### config.mk
export PLATFORM = sky130hd
export DESIGN_NAME = add_rs_scheduler
export DESIGN_NICKNAME = d
export VERILOG_FILES = /design/src/rtl/tomasulo_pkg.sv /design/src/rtl/rs_age_matrix.sv /design/src/rtl/add_rs_scheduler.sv
export SDC_FILE = /design/constraint.sdc
export NUM_CORES = 1
export LEC_CHECK = 0
export ABC_AREA = 0
export BUFFER_PORTS_ARGS = -buffer_cell sky130_fd_sc_hd__buf_2
export CORE_MARGIN = 5
export CORE_UTILIZATION = 58
export CTS_CLUSTER_SIZE = 10
export DETAILED_ROUTE_END_ITERATION = 12
export PLACE_DENSITY_LB_ADDON = 0.08
export RECOVER_POWER = 100
export SYNTH_ARGS = -nofsm -noshare
export SYNTH_HDL_FRONTEND = slang
export SYNTH_SLANG_ARGS = --single-unit
### constraint.sdc
create_clock -name clk -period 6 [get_ports clk]
set_clock_uncertainty 0.1 [all_clocks]
set_input_delay 0.3 -clock clk [delete_from_list [all_inputs] [get_ports clk]]
set_output_delay 0.3 -clock clk [all_outputs]
set_load 0.05 [all_outputs]
### src/rtl/tomasulo_pkg.sv
// Shared Tomasulo definitions: datapath widths, tag map and reservation-station entry layout.
package tomasulo_pkg;

  localparam int DATA_W       = 8;
  localparam int TAG_W        = 3;
  localparam logic [TAG_W-1:0] TAG_NONE = '0;
  localparam int ADD_TAG_BASE = 1;
  localparam int MUL_TAG_BASE = 4;

  typedef struct packed {
    logic              busy;
    logic [TAG_W-1:0]  qj;
    logic [TAG_W-1:0]  qk;
    logic [DATA_W-1:0] vj;
    logic [DATA_W-1:0] vk;
  } rs_entry_t;

endpackage

### src/rtl/rs_age_matrix.sv
// Age matrix for a reservation station: tracks allocation order and grants the oldest ready slot.
module rs_age_matrix #(
  parameter int N = 3
) (
  input  logic         clk,
  input  logic         rst,
  input  logic [N-1:0] alloc_i,
  input  logic [N-1:0] free_i,
  input  logic [N-1:0] ready_i,
  output logic [N-1:0] grant_o
);

  // older_q[i][j] = 1 means slot j was allocated before slot i
  logic [N-1:0][N-1:0] older_q, older_d;

  always_comb begin
    older_d = older_q;
    for (int i = 0; i < N; i++) begin
      for (int j = 0; j < N; j++) begin
        if (free_i[i] || free_i[j] || i == j) begin
          older_d[i][j] = 1'b0;
        end else if (alloc_i[i]) begin
          older_d[i][j] = 1'b1;
        end else if (alloc_i[j]) begin
          older_d[i][j] = 1'b0;
        end
      end
    end
  end

  always_ff @(posedge clk or posedge rst) begin
    if (rst) begin
      older_q <= '0;
    end else begin
      older_q <= older_d;
    end
  end

  always_comb begin
    grant_o = '0;
    for (int i = 0; i < N; i++) begin
      grant_o[i] = ready_i[i] && ((older_q[i] & ready_i) == '0);
    end
  end

endmodule

### src/rtl/add_rs_scheduler.sv
// Adder reservation station: allocates slots, snoops the CDB and dispatches the oldest ready op
// to the single shared adder, one operation in flight at a time.
module add_rs_scheduler #(
  parameter int NUM_ENTRIES = 3,
  parameter int DATA_W      = tomasulo_pkg::DATA_W,
  parameter int TAG_W       = tomasulo_pkg::TAG_W,
  parameter int TAG_BASE    = tomasulo_pkg::ADD_TAG_BASE
) (
  input  logic                   clk,
  input  logic                   rst,
  input  logic                   flush,
  input  logic                   issue_valid,
  output logic                   issue_ready,
  input  logic [TAG_W-1:0]       issue_qj,
  input  logic [DATA_W-1:0]      issue_vj,
  input  logic [TAG_W-1:0]       issue_qk,
  input  logic [DATA_W-1:0]      issue_vk,
  output logic [TAG_W-1:0]       issue_tag,
  input  logic                   cdb_valid,
  input  logic [TAG_W-1:0]       cdb_tag,
  input  logic [DATA_W-1:0]      cdb_data,
  output logic                   add_start,
  output logic [TAG_W-1:0]       add_tag,
  output logic [DATA_W-1:0]      add_src1,
  output logic [DATA_W-1:0]      add_src2,
  input  logic                   add_done,
  output logic [NUM_ENTRIES-1:0] rs_busy
);

  import tomasulo_pkg::rs_entry_t;
  import tomasulo_pkg::TAG_NONE;

  rs_entry_t slot_q [NUM_ENTRIES];
  rs_entry_t slot_d [NUM_ENTRIES];
  rs_entry_t sel;

  logic [NUM_ENTRIES-1:0] busy, ready, alloc_oh, grant, age_alloc, age_free;
  logic [TAG_W-1:0]       alloc_idx, sel_tag;
  logic                   do_issue, dispatch;
  logic                   in_flight_q, in_flight_d;
  logic                   add_start_q;
  logic [TAG_W-1:0]       add_tag_q;
  logic [DATA_W-1:0]      add_src1_q, add_src2_q;

  always_comb begin
    busy  = '0;
    ready = '0;
    for (int i = 0; i < NUM_ENTRIES; i++) begin
      busy[i]  = slot_q[i].busy;
      ready[i] = slot_q[i].busy && slot_q[i].qj == TAG_NONE && slot_q[i].qk == TAG_NONE;
    end
  end

  always_comb begin
    alloc_oh  = '0;
    alloc_idx = '0;
    for (int i = NUM_ENTRIES - 1; i >= 0; i--) begin
      if (!busy[i]) begin
        alloc_oh    = '0;
        alloc_oh[i] = 1'b1;
        alloc_idx   = TAG_W'(i);
      end
    end
  end

  assign issue_ready = (|(~busy)) && !flush;
  assign issue_tag   = TAG_W'(TAG_BASE) + alloc_idx;
  assign do_issue    = issue_valid && issue_ready;
  // add_done frees the adder in time for a same-cycle dispatch
  assign dispatch    = (!in_flight_q || add_done) && (|ready) && !flush;
  assign age_alloc   = do_issue ? alloc_oh : '0;
  assign age_free    = flush ? '1 : (dispatch ? grant : '0);

  rs_age_matrix #(.N(NUM_ENTRIES)) u_age (
    .clk     (clk),
    .rst     (rst),
    .alloc_i (age_alloc),
    .free_i  (age_free),
    .ready_i (ready),
    .grant_o (grant)
  );

  always_comb begin
    sel     = '0;
    sel_tag = '0;
    for (int i = 0; i < NUM_ENTRIES; i++) begin
      if (grant[i]) begin
        sel     = slot_q[i];
        sel_tag = TAG_W'(TAG_BASE + i);
      end
    end
  end

  always_comb begin
    for (int i = 0; i < NUM_ENTRIES; i++) begin
      slot_d[i] = slot_q[i];
      if (slot_q[i].busy && cdb_valid) begin
        if (slot_q[i].qj != TAG_NONE && slot_q[i].qj == cdb_tag) begin
          slot_d[i].qj = TAG_NONE;
          slot_d[i].vj = cdb_data;
        end
        if (slot_q[i].qk != TAG_NONE && slot_q[i].qk == cdb_tag) begin
          slot_d[i].qk = TAG_NONE;
          slot_d[i].vk = cdb_data;
        end
      end
      if (dispatch && grant[i]) begin
        slot_d[i] = '0;
      end
      if (do_issue && alloc_oh[i]) begin
        slot_d[i].busy = 1'b1;
        slot_d[i].qj   = issue_qj;
        slot_d[i].vj   = issue_vj;
        slot_d[i].qk   = issue_qk;
        slot_d[i].vk   = issue_vk;
        if (cdb_valid && issue_qj != TAG_NONE && issue_qj == cdb_tag) begin
          slot_d[i].qj = TAG_NONE;
          slot_d[i].vj = cdb_data;
        end
        if (cdb_valid && issue_qk != TAG_NONE && issue_qk == cdb_tag) begin
          slot_d[i].qk = TAG_NONE;
          slot_d[i].vk = cdb_data;
        end
      end
      if (flush) begin
        slot_d[i] = '0;
      end
    end
  end

  always_comb begin
    in_flight_d = in_flight_q;
    if (flush) begin
      in_flight_d = 1'b0;
    end else if (dispatch) begin
      in_flight_d = 1'b1;
    end else if (add_done) begin
      in_flight_d = 1'b0;
    end
  end

  always_ff @(posedge clk or posedge rst) begin
    if (rst) begin
      for (int i = 0; i < NUM_ENTRIES; i++) begin
        slot_q[i] <= '0;
      end
      in_flight_q <= 1'b0;
      add_start_q <= 1'b0;
      add_tag_q   <= '0;
      add_src1_q  <= '0;
      add_src2_q  <= '0;
    end else begin
      for (int i = 0; i < NUM_ENTRIES; i++) begin
        slot_q[i] <= slot_d[i];
      end
      in_flight_q <= in_flight_d;
      add_start_q <= dispatch;
      if (dispatch) begin
        add_tag_q  <= sel_tag;
        add_src1_q <= sel.vj;
        add_src2_q <= sel.vk;
      end
    end
  end

  assign add_start = add_start_q;
  assign add_tag   = add_tag_q;
  assign add_src1  = add_src1_q;
  assign add_src2  = add_src2_q;
  assign rs_busy   = busy;

endmodule

==> results of run 1 <==
[power breakdown]
part | total, mW | internal, mW | switching [mW]
Sequential | 0.710 | 0.681 | 0.0292
Clock | 0.416 | 0.161 | 0.255
Combinational | 0.284 | 0.0712 | 0.213
[layout make-up]
class                   count  share of cell area
flip-flops and latches     95              0.4375
multi-input cells         342              0.4356
repair buffers             74             0.06240
well taps                 108             0.02487
clock buffers               9             0.02280
clock inverters             7             0.01243
inverters                   6            0.004375
[Yosys cell counts (all sizes together), types with 2 or more instances]
| master | instances | area, um^2 |
|---|---|---|
| a2111o | 3 | 33.78 |
| a2111oi | 7 | 105.1 |
| a211oi | 3 | 47.55 |
| a21boi | 2 | 15.02 |
| a21o | 2 | 15.01 |
| a21oi | 17 | 85.08 |
| a221o | 41 | 410.4 |
| a221oi | 17 | 155.1 |
| a22o | 19 | 166.4 |
| a31o | 2 | 17.52 |
| a32oi | 8 | 70.07 |
| and2 | 22 | 137.6 |
| and3 | 20 | 125.1 |
| buf | 18 | 123.9 |
| clkbuf | 18 | 68.81 |
| dfrtp | 95 | 2377 |
| inv | 6 | 22.52 |
| nand2 | 44 | 165.2 |
| nand2b | 3 | 18.77 |
| nand3 | 3 | 20.02 |
| nor2 | 13 | 48.80 |
| nor2b | 4 | 25.02 |
| nor3 | 9 | 45.04 |
| nor4 | 8 | 62.56 |
| o21a | 2 | 15.01 |
| o21ai | 49 | 245.2 |
| o2bb2ai | 2 | 23.77 |
| or2 | 2 | 15.02 |
| or3 | 2 | 12.51 |
| or3b | 5 | 43.79 |
| or4 | 2 | 15.01 |
| xnor2 | 2 | 17.52 |
| xor2 | 14 | 122.6 |
[through the flow]
stage / setup WS, ps / area [um^2] / total power [mW] / hold WS, ps / util
floorplan: 3123 / 5011 / 0.9287 / 327.3 / -
global placement: 3091 / 5354 / 1.015 / 208.8 / 0.6261
detailed placement: 3042 / 5354 / 1.020 / 220.6 / 0.6261
CTS: 3068 / 5555 / 1.427 / 61.85 / 0.6497
global route: 1561 / 5434 / 1.463 / 88.52 / 0.6355
finish: 1787 / 5434 / 1.410 / 64.80 / 0.6355
[routing by layer]
metal  vias up  track usage  wire length, um
met5         -            0                0
met4         0       0.1365              429
met3        37      0.04939             1369
met2       251       0.4608             7129
met1      2149       0.3945             6199
li1       1956            -                -
[sequential cells by signal, indices dropped and copies added (netlist names)]
register,count
in_flight_q,1
add_src2,8
u_age.older_q,6
rs_busy,3
add_src1,8
add_tag,2
slot_q,66
add_start,1
[how the worst max path moves through the flow]
stage	slack [ps]	endpoint	start
2_1_floorplan	3120	add_src1[0]$_DFFE_PP0N_	rst
3_3_place_gp	3090	slot_q[47]$_DFFE_PP0P_	flush
3_5_place_dp	3040	slot_q[36]$_DFFE_PP0P_	cdb_tag[0]
4_1_cts	3070	slot_q[8]$_DFFE_PP0P_	rs_busy[1]$_DFFE_PP0P_
5_1_grt	1560	add_src2[4]$_DFFE_PP0N_	rs_busy[1]$_DFFE_PP0P_
6_report	1790	add_src2[4]$_DFFE_PP0N_	slot_q[16]$_DFFE_PP0P_
[critical path, cell delays in order (launching register included)]
cell	delay, ps
dfrtp_1	450
or4_1	540
or3_1	380
a211oi_1	2050
a221oi_1	310
o21ai_0	290
[kinds of logic (layout without fill, tap and decap cells)]
kind of cell | after synthesis | in the layout | synth area share
and+or+nand+nor | 142 | 142 | 0.1563
AOI/OAI and AO/OA | 182 | 182 | 0.2951
DFF | 95 | 95 | 0.4744
other | 1 | 1 | 0.0007483
xor gates and xnor gates | 16 | 16 | 0.02797
buffers and inverters | 42 | 96 | 0.04294
adders and majority gates | 1 | 1 | 0.002496
[what timing repair did]
action,in CTS,in global routing
buffers inserted,0,0
resized for setup,0,0
hold buffers,1,0
hold endpoints to repair,23,0
==> impl_results.md, run 1 <==
* Slew headroom at -0.7686
* Predominant post-synthesis flop cell: dfrtp_1
* Clk sinks at between 90 and 100
* N_diodes at 0
* MaxCap Viol Count at 5
* Hold EP: slot_q[56]$_DFFE_PP0P_
* R2r startpoint: slot_q[16]$_DFFE_PP0P_
* HP Class: in -> reg
* Final Critical Period at 4213 ps
* Setup TNS at 0 ps
* Worst vdd ir at 128.0 uV
* Placer Congestion at 0.9129
* Worst Hold Depth at 3
* Worst-path clk slew at around 110 ps
* Clk_lat worst skew at ~370 ps
* R2R depth at 5
* Post-DP HPWL at roughly 10000 um
* Final hold viol count at 0
* I/O Pins at 66
* Area Growth Syn to Fin at 8.439%
* Row count at 34
* EDFF count, synth at 0
* Fillers at between 700 and 800
* CP required at between 6000 and 7000 ps
* Placed cells at 624
* Commonest cells after routing, fill and taps aside: dfrtp_1, o21ai_0, nand2_1
* Share of cells above drive strength 1 at 0.1351
* Worst path arrival time at 4400 ps
* Synth unique cells at 63
* Fraction of registers with async set/reset at 1.000
* GRT overflow at 0
* Total GRT Usage at 0.2924
* Largest net degree at the start of global routing at 73
* DR WL/cell at 23.60 um
* Mapped cell area at 5011 um^2
* Reg area at roughly 2400 um^2
* Synth Warn # at 0
* Pwr dens at about 260 nW/um^2
* Most common cell after layout, fill and taps aside: dfrtp_1
* Flop2flop setup slack at 1790 ps
* Chip Width at 103.0 um
* Pins over their slew limit at approximately 120
* Vias per std cell at ~7
* Syn_nets at between 500 and 600
* Post-Syn Instances at 479
* Drt drc at 0
* Finished Layout Cells at ~640
* Least-Margin Pin Slew at 2637 ps
* Max frequency at around 0.24 GHz
* Final setup vio count at 0
* Area of the multi-input gates at between 2000 and 2500 um^2
* Sequential element share of the synthesized area at 0.4744
* Placeable Area at roughly 8600 um^2
* Num CTS Buffers at 9
* Crit. End Element: register
* CP Class: reg -> reg
* Worst Setup Start Kind: register
* Bufs on Longest Clock Path at 2
* Failing checks: capacitance limit, slew limit
* Root Driver: clkbuf_8
* Die height at 103.0 um
* Via Count at between 4000 and 5000
* CP max FO at 17
* # port buffers at 64
* RSZ-0062 raised after global routing: false
* Initial Util at 0.5860
* Initial drt markers at roughly 340
* #FFs+latches synth at between 90 and 100
* Leak at approximately 2.4 nW
* Min-Delay Startpoint: issue_vj[2]
* Vias in the first global route at about 4300
* Fin nets at between 500 and 600
* H-tree lvl count at 3
* First drt pass iteration count at 5
* CTS tree: built
* Die footprint at approximately 11000 um^2
* Final period utilization at 0.7022
* R2R Path End: add_src2[4]$_DFFE_PP0N_
* Total wire length at between 15000 and 20000 um
* First-pass GRT wire length at between 20000 and 25000 um
* ANT nets after route at 0
* Avg Cell Area, Syn at about 10 um^2
* Initial antenna violation count at 0
* Status: finished with violations
No activity file was read; power rests on OpenSTA's default activity.
==> run 2: changes to the inputs <==
--- a/config.mk
+++ b/config.mk
@@ -5,7 +5,7 @@
 export SDC_FILE = /design/constraint.sdc
 export NUM_CORES = 1
 export LEC_CHECK = 0
-export ABC_AREA = 0
+export ABC_AREA = 1
 export BUFFER_PORTS_ARGS = -buffer_cell sky130_fd_sc_hd__buf_2
 export CORE_MARGIN = 5
 export CORE_UTILIZATION = 58
==> constraint.sdc (replaced) <==
create_clock -name clk -period 4.1 [get_ports clk]
set_clock_uncertainty 0.1 [all_clocks]
set_input_delay 0.205 -clock clk [delete_from_list [all_inputs] [get_ports clk]]
set_output_delay 0.205 -clock clk [all_outputs]
set_load 0.05 [all_outputs]
==> impl_results.md, run 2 <==
* Pins over their slew limit at 37 (was 124)
* Crit. End Element: register (unchanged)
* First drt pass iteration count at 6 (was 5)
* Setup TNS at 0 ps (unchanged)
* Via Count at 6105 (was 4393)
* Finished Layout Cells at 994 (was 641)
* Bufs on Longest Clock Path at 2 (unchanged)
* Status: finished with violations (unchanged)
* Mapped cell area at 5823 um^2 (was 5011 um^2)
* Max frequency at 0.3005 GHz (was 0.2374 GHz)
* Predominant post-synthesis flop cell: dfrtp_1 (unchanged)
* Area Growth Syn to Fin at 8.530% (was 8.439%)
* Num CTS Buffers at 9 (unchanged)
* First-pass GRT wire length at 31030 um (was 23270 um)
* Placeable Area at 9774 um^2 (was 8551 um^2)
* DR WL/cell at 19.33 um (was 23.60 um)
* Syn_nets at 851 (was 519)
* Slowest stage delay, CP at 640 ps (was 2050 ps)
* Worst path cell trace: inv_1 > nand2_1 > nor2_1 > nand2_1 > nand3_1 > nand2_2 > inv_1 > nand2_1 > nand4_1 > nand3_1 > nand2_1 (was or4_1 > or3_1 > a211oi_1 > a221oi_1 > o21ai_0)
* Synth unique cells at 30 (was 63)
* Vias per std cell at 6.142 (was 6.853)
* Root Driver: clkbuf_8 (unchanged)
* Avg Cell Area, Syn at 7.180 um^2 (was 10.46 um^2)
* Worst-path clk slew at 100 ps (was 110 ps)
* Largest net degree at the start of global routing at 57 (was 73)
* Most common cell in the netlist: nand2_1 (was dfrtp_1)
* #FFs+latches synth at 95 (unchanged)
* MaxCap Viol Count at 1 (was 5)
* Failing checks: capacitance limit, slew limit (unchanged)
* Synth Area in Compound Gates at 0.1038 (was 0.2951)
* Row count at 36 (was 34)
* Adder-Cell Fraction of Synth Area at 0.002149 (was 0.002497)
* Total GRT Usage at 0.3376 (was 0.2924)
* N_diodes at 0 (unchanged)
* Drt drc at 0 (unchanged)
* Final hold viol count at 0 (unchanged)
* Max reg flops at 66 (unchanged)
* CP required at 4320 ps (was 6190 ps)
* Clk sinks at 95 (unchanged)
* Pwr dens at 376.6 nW/um^2 (was 259.5 nW/um^2)
* Die height at 110.2 um (was 103.0 um)
* Placed cells at 977 (was 624)
* Post-route design area at 6320 um^2 (was 5434 um^2)
* Simple-Gate Fraction of Synth Area at 0.3706 (was 0.1563)
* GRT overflow at 0 (unchanged)
* EDFF count, synth at 0 (unchanged)
* Crit path top cell by count: nand2_1
* Fraction of registers with async set/reset at 1.000 (unchanged)
* Initial drt markers at 852 (was 344)
* Final setup vio count at 0 (unchanged)
* RSZ-0062 raised after global routing: false (unchanged)
* Total wire length at 19210 um (was 15130 um)
* Power Total at 2.380 mW (was 1.410 mW)
* HP Class: in -> reg (unchanged)
* CP Class: reg -> reg (unchanged)
* Die footprint at 12140 um^2 (was 10600 um^2)
* Share of cells above drive strength 1 at 0.1022 (was 0.1351)
* Vias in the first global route at 5943 (was 4289)
* # port buffers at 64 (unchanged)
* Slew headroom at -0.1365 (was -0.7686)
* Post-DP HPWL at 12850 um (was 10380 um)
* Fin nets at 897 (was 568)
* Clk_lat worst skew at 380 ps (was 370 ps)
* Initial antenna violation count at 0 (unchanged)
* H-tree lvl count at 3 (unchanged)
* Worst path arrival time at 3550 ps (was 4400 ps)
* Synth Area in XOR/XNOR at 0.01354 (was 0.02797)
* CP max FO at 21 (was 17)
* Worst Setup Start Kind: register (unchanged)
* I/O Pins at 66 (unchanged)
* Chip Width at 110.2 um (was 103.0 um)
* Placer Congestion at 0.9678 (was 0.9129)
* Final period utilization at 0.8116 (was 0.7022)
* Yosys top cell by area: dfrtp_1 (unchanged)
* ANT nets after route at 0 (unchanged)
* Area after DPL at 6167 um^2 (was 5354 um^2)
* Synth Warn # at 0 (unchanged)
* Post-synthesis mux area share at 0 (unchanged)
* Commonest cells after routing, fill and taps aside: nand2_1, nand3_1, dfrtp_1 (was dfrtp_1, o21ai_0, nand2_1)
* Slowest library cell on the worst path: nand4_1 (was a211oi_1)
* Area share of the largest cell type after synthesis at 0.4083 (was 0.4744)
* Post-Syn Instances at 811 (was 479)
* Least-Margin Pin Slew at 1695 ps (was 2637 ps)
* Top post-synthesis cells by area: dfrtp_1, nand3_1, nand2_1, inv_1, o21ai_0 (was dfrtp_1, a221o_1, o21ai_0, a22o_1, nand2_1)
* Commonest cells post-synth: nand2_1, nand3_1, dfrtp_1 (was dfrtp_1, nand2_1, a221o_1)
* Largest Register: slot_q (unchanged)
* Largest family of logic cells by synthesized area: simple AND/OR/NAND/NOR gates (was compound AO/OA/AOI/OAI gates)
* Leak at 3.308 nW (was 2.439 nW)
* CTS tree: built (unchanged)
* Most common cell after layout, fill and taps aside: nand2_1 (was dfrtp_1)
* Worst vdd ir at 215.1 uV (was 128.0 uV)
* Final Critical Period at 3327 ps (was 4213 ps)
* Sequential element share of the synthesized area at 0.4083 (was 0.4744)
* Initial Util at 0.5958 (was 0.5860)
[run 2: cell types whose count changed in the layout (fill, tap and decap cells not counted), moves of 8 or more]
| cell | delta |
|---|---|
| and3_1 | -20 |
| a22o_1 | -19 |
| xor2_1 | -12 |
| nand3_1 | +175 |
| a21o_1 | +14 |
| o21ai_0 | +17 |
| a221o_1 | -41 |
| a221oi_1 | -16 |
| nand2_1 | +163 |
| inv_1 | +83 |
| a32oi_1 | -8 |
| nand4_1 | +34 |
| and2_1 | -22 |
[run 2: cells by family after synthesis]
group                      Yosys count
DFF                                 95
buffers and inverters              138
xor gates and xnor gates             9
adders and majority gates            1
and+or+nand+nor                    458
other                                1
AOI/OAI and AO/OA                  109
[run 2: final timing paths]
kind                       cells after the start  slack [ps]               startpoint                       to
setup / recovery                              11         770   slot_q[16]$_DFFE_PP0P_   slot_q[60]$_DFFE_PP0P_
hold / removal                                 3          30              issue_qj[2]   slot_q[44]$_DFFE_PP0P_
setup reg to reg                              11         770   slot_q[16]$_DFFE_PP0P_   slot_q[60]$_DFFE_PP0P_
hold reg to reg                                2         390  add_src2[3]$_DFFE_PP0N_  add_src2[3]$_DFFE_PP0N_
max in group asynchronous                      4        2110                      rst   slot_q[23]$_DFFE_PP0P_
min in group asynchronous                      3         680                      rst   slot_q[37]$_DFFE_PP0P_
[run 2: final cells by class]
cell class	count	area, um^2
Clock buffer	10	137.6
Clock inverter	5	58.81
Fill cell	936	3455
Inverter	97	365.4
Multi-Input combinational cell	578	2835
Sequential cell	95	2377
Tap cell	133	166.4
Timing Repair Buffer	76	379.1
[run 2: what timing repair did]
| item | 4_1_cts | 5_1_grt |
|---|---|---|
| buffers inserted | 0 | 0 |
| hold buffers | 2 | 0 |
| hold endpoints to repair | 35 | 0 |
| gates resized for setup | 0 | 0 |
[run 2: per-layer routing]
| layer | vias up | global-route usage | part of all wire |
|---|---|---|---|
| met5 | - | 0 | 0 |
| met2 | 423 | 0.5160 | 0.45 |
| met4 | 0 | 0.1293 | 0.029 |
| met1 | 2844 | 0.4689 | 0.40 |
| met3 | 66 | 0.07513 | 0.12 |
| li1 | 2772 | - | - |
[run 2: critical path, delay by kind of cell, from the launching register on]
kind / cells / cell delay, ps
and+or+nand+nor: 9 / 2080
DFF: 1 / 400
buffers and inverters: 2 / 660
[run 2: per-stage QoR]
step	util	hold slack, ps	worst slack (ps)
after floorplan	-	171.4	1318
after global placement	0.6310	200.2	1408
after detailed placement	0.6310	212.9	1334
after CTS	0.6531	29.84	1309
after global routing	0.6466	30.27	633.0
final	0.6466	26.33	772.5
[run 2: report_power, final]
group	total (mW)	internal, mW	switching [mW]
clock network	0.645	0.295	0.350
registers	1.10	1.04	0.0621
logic	0.636	0.150	0.486
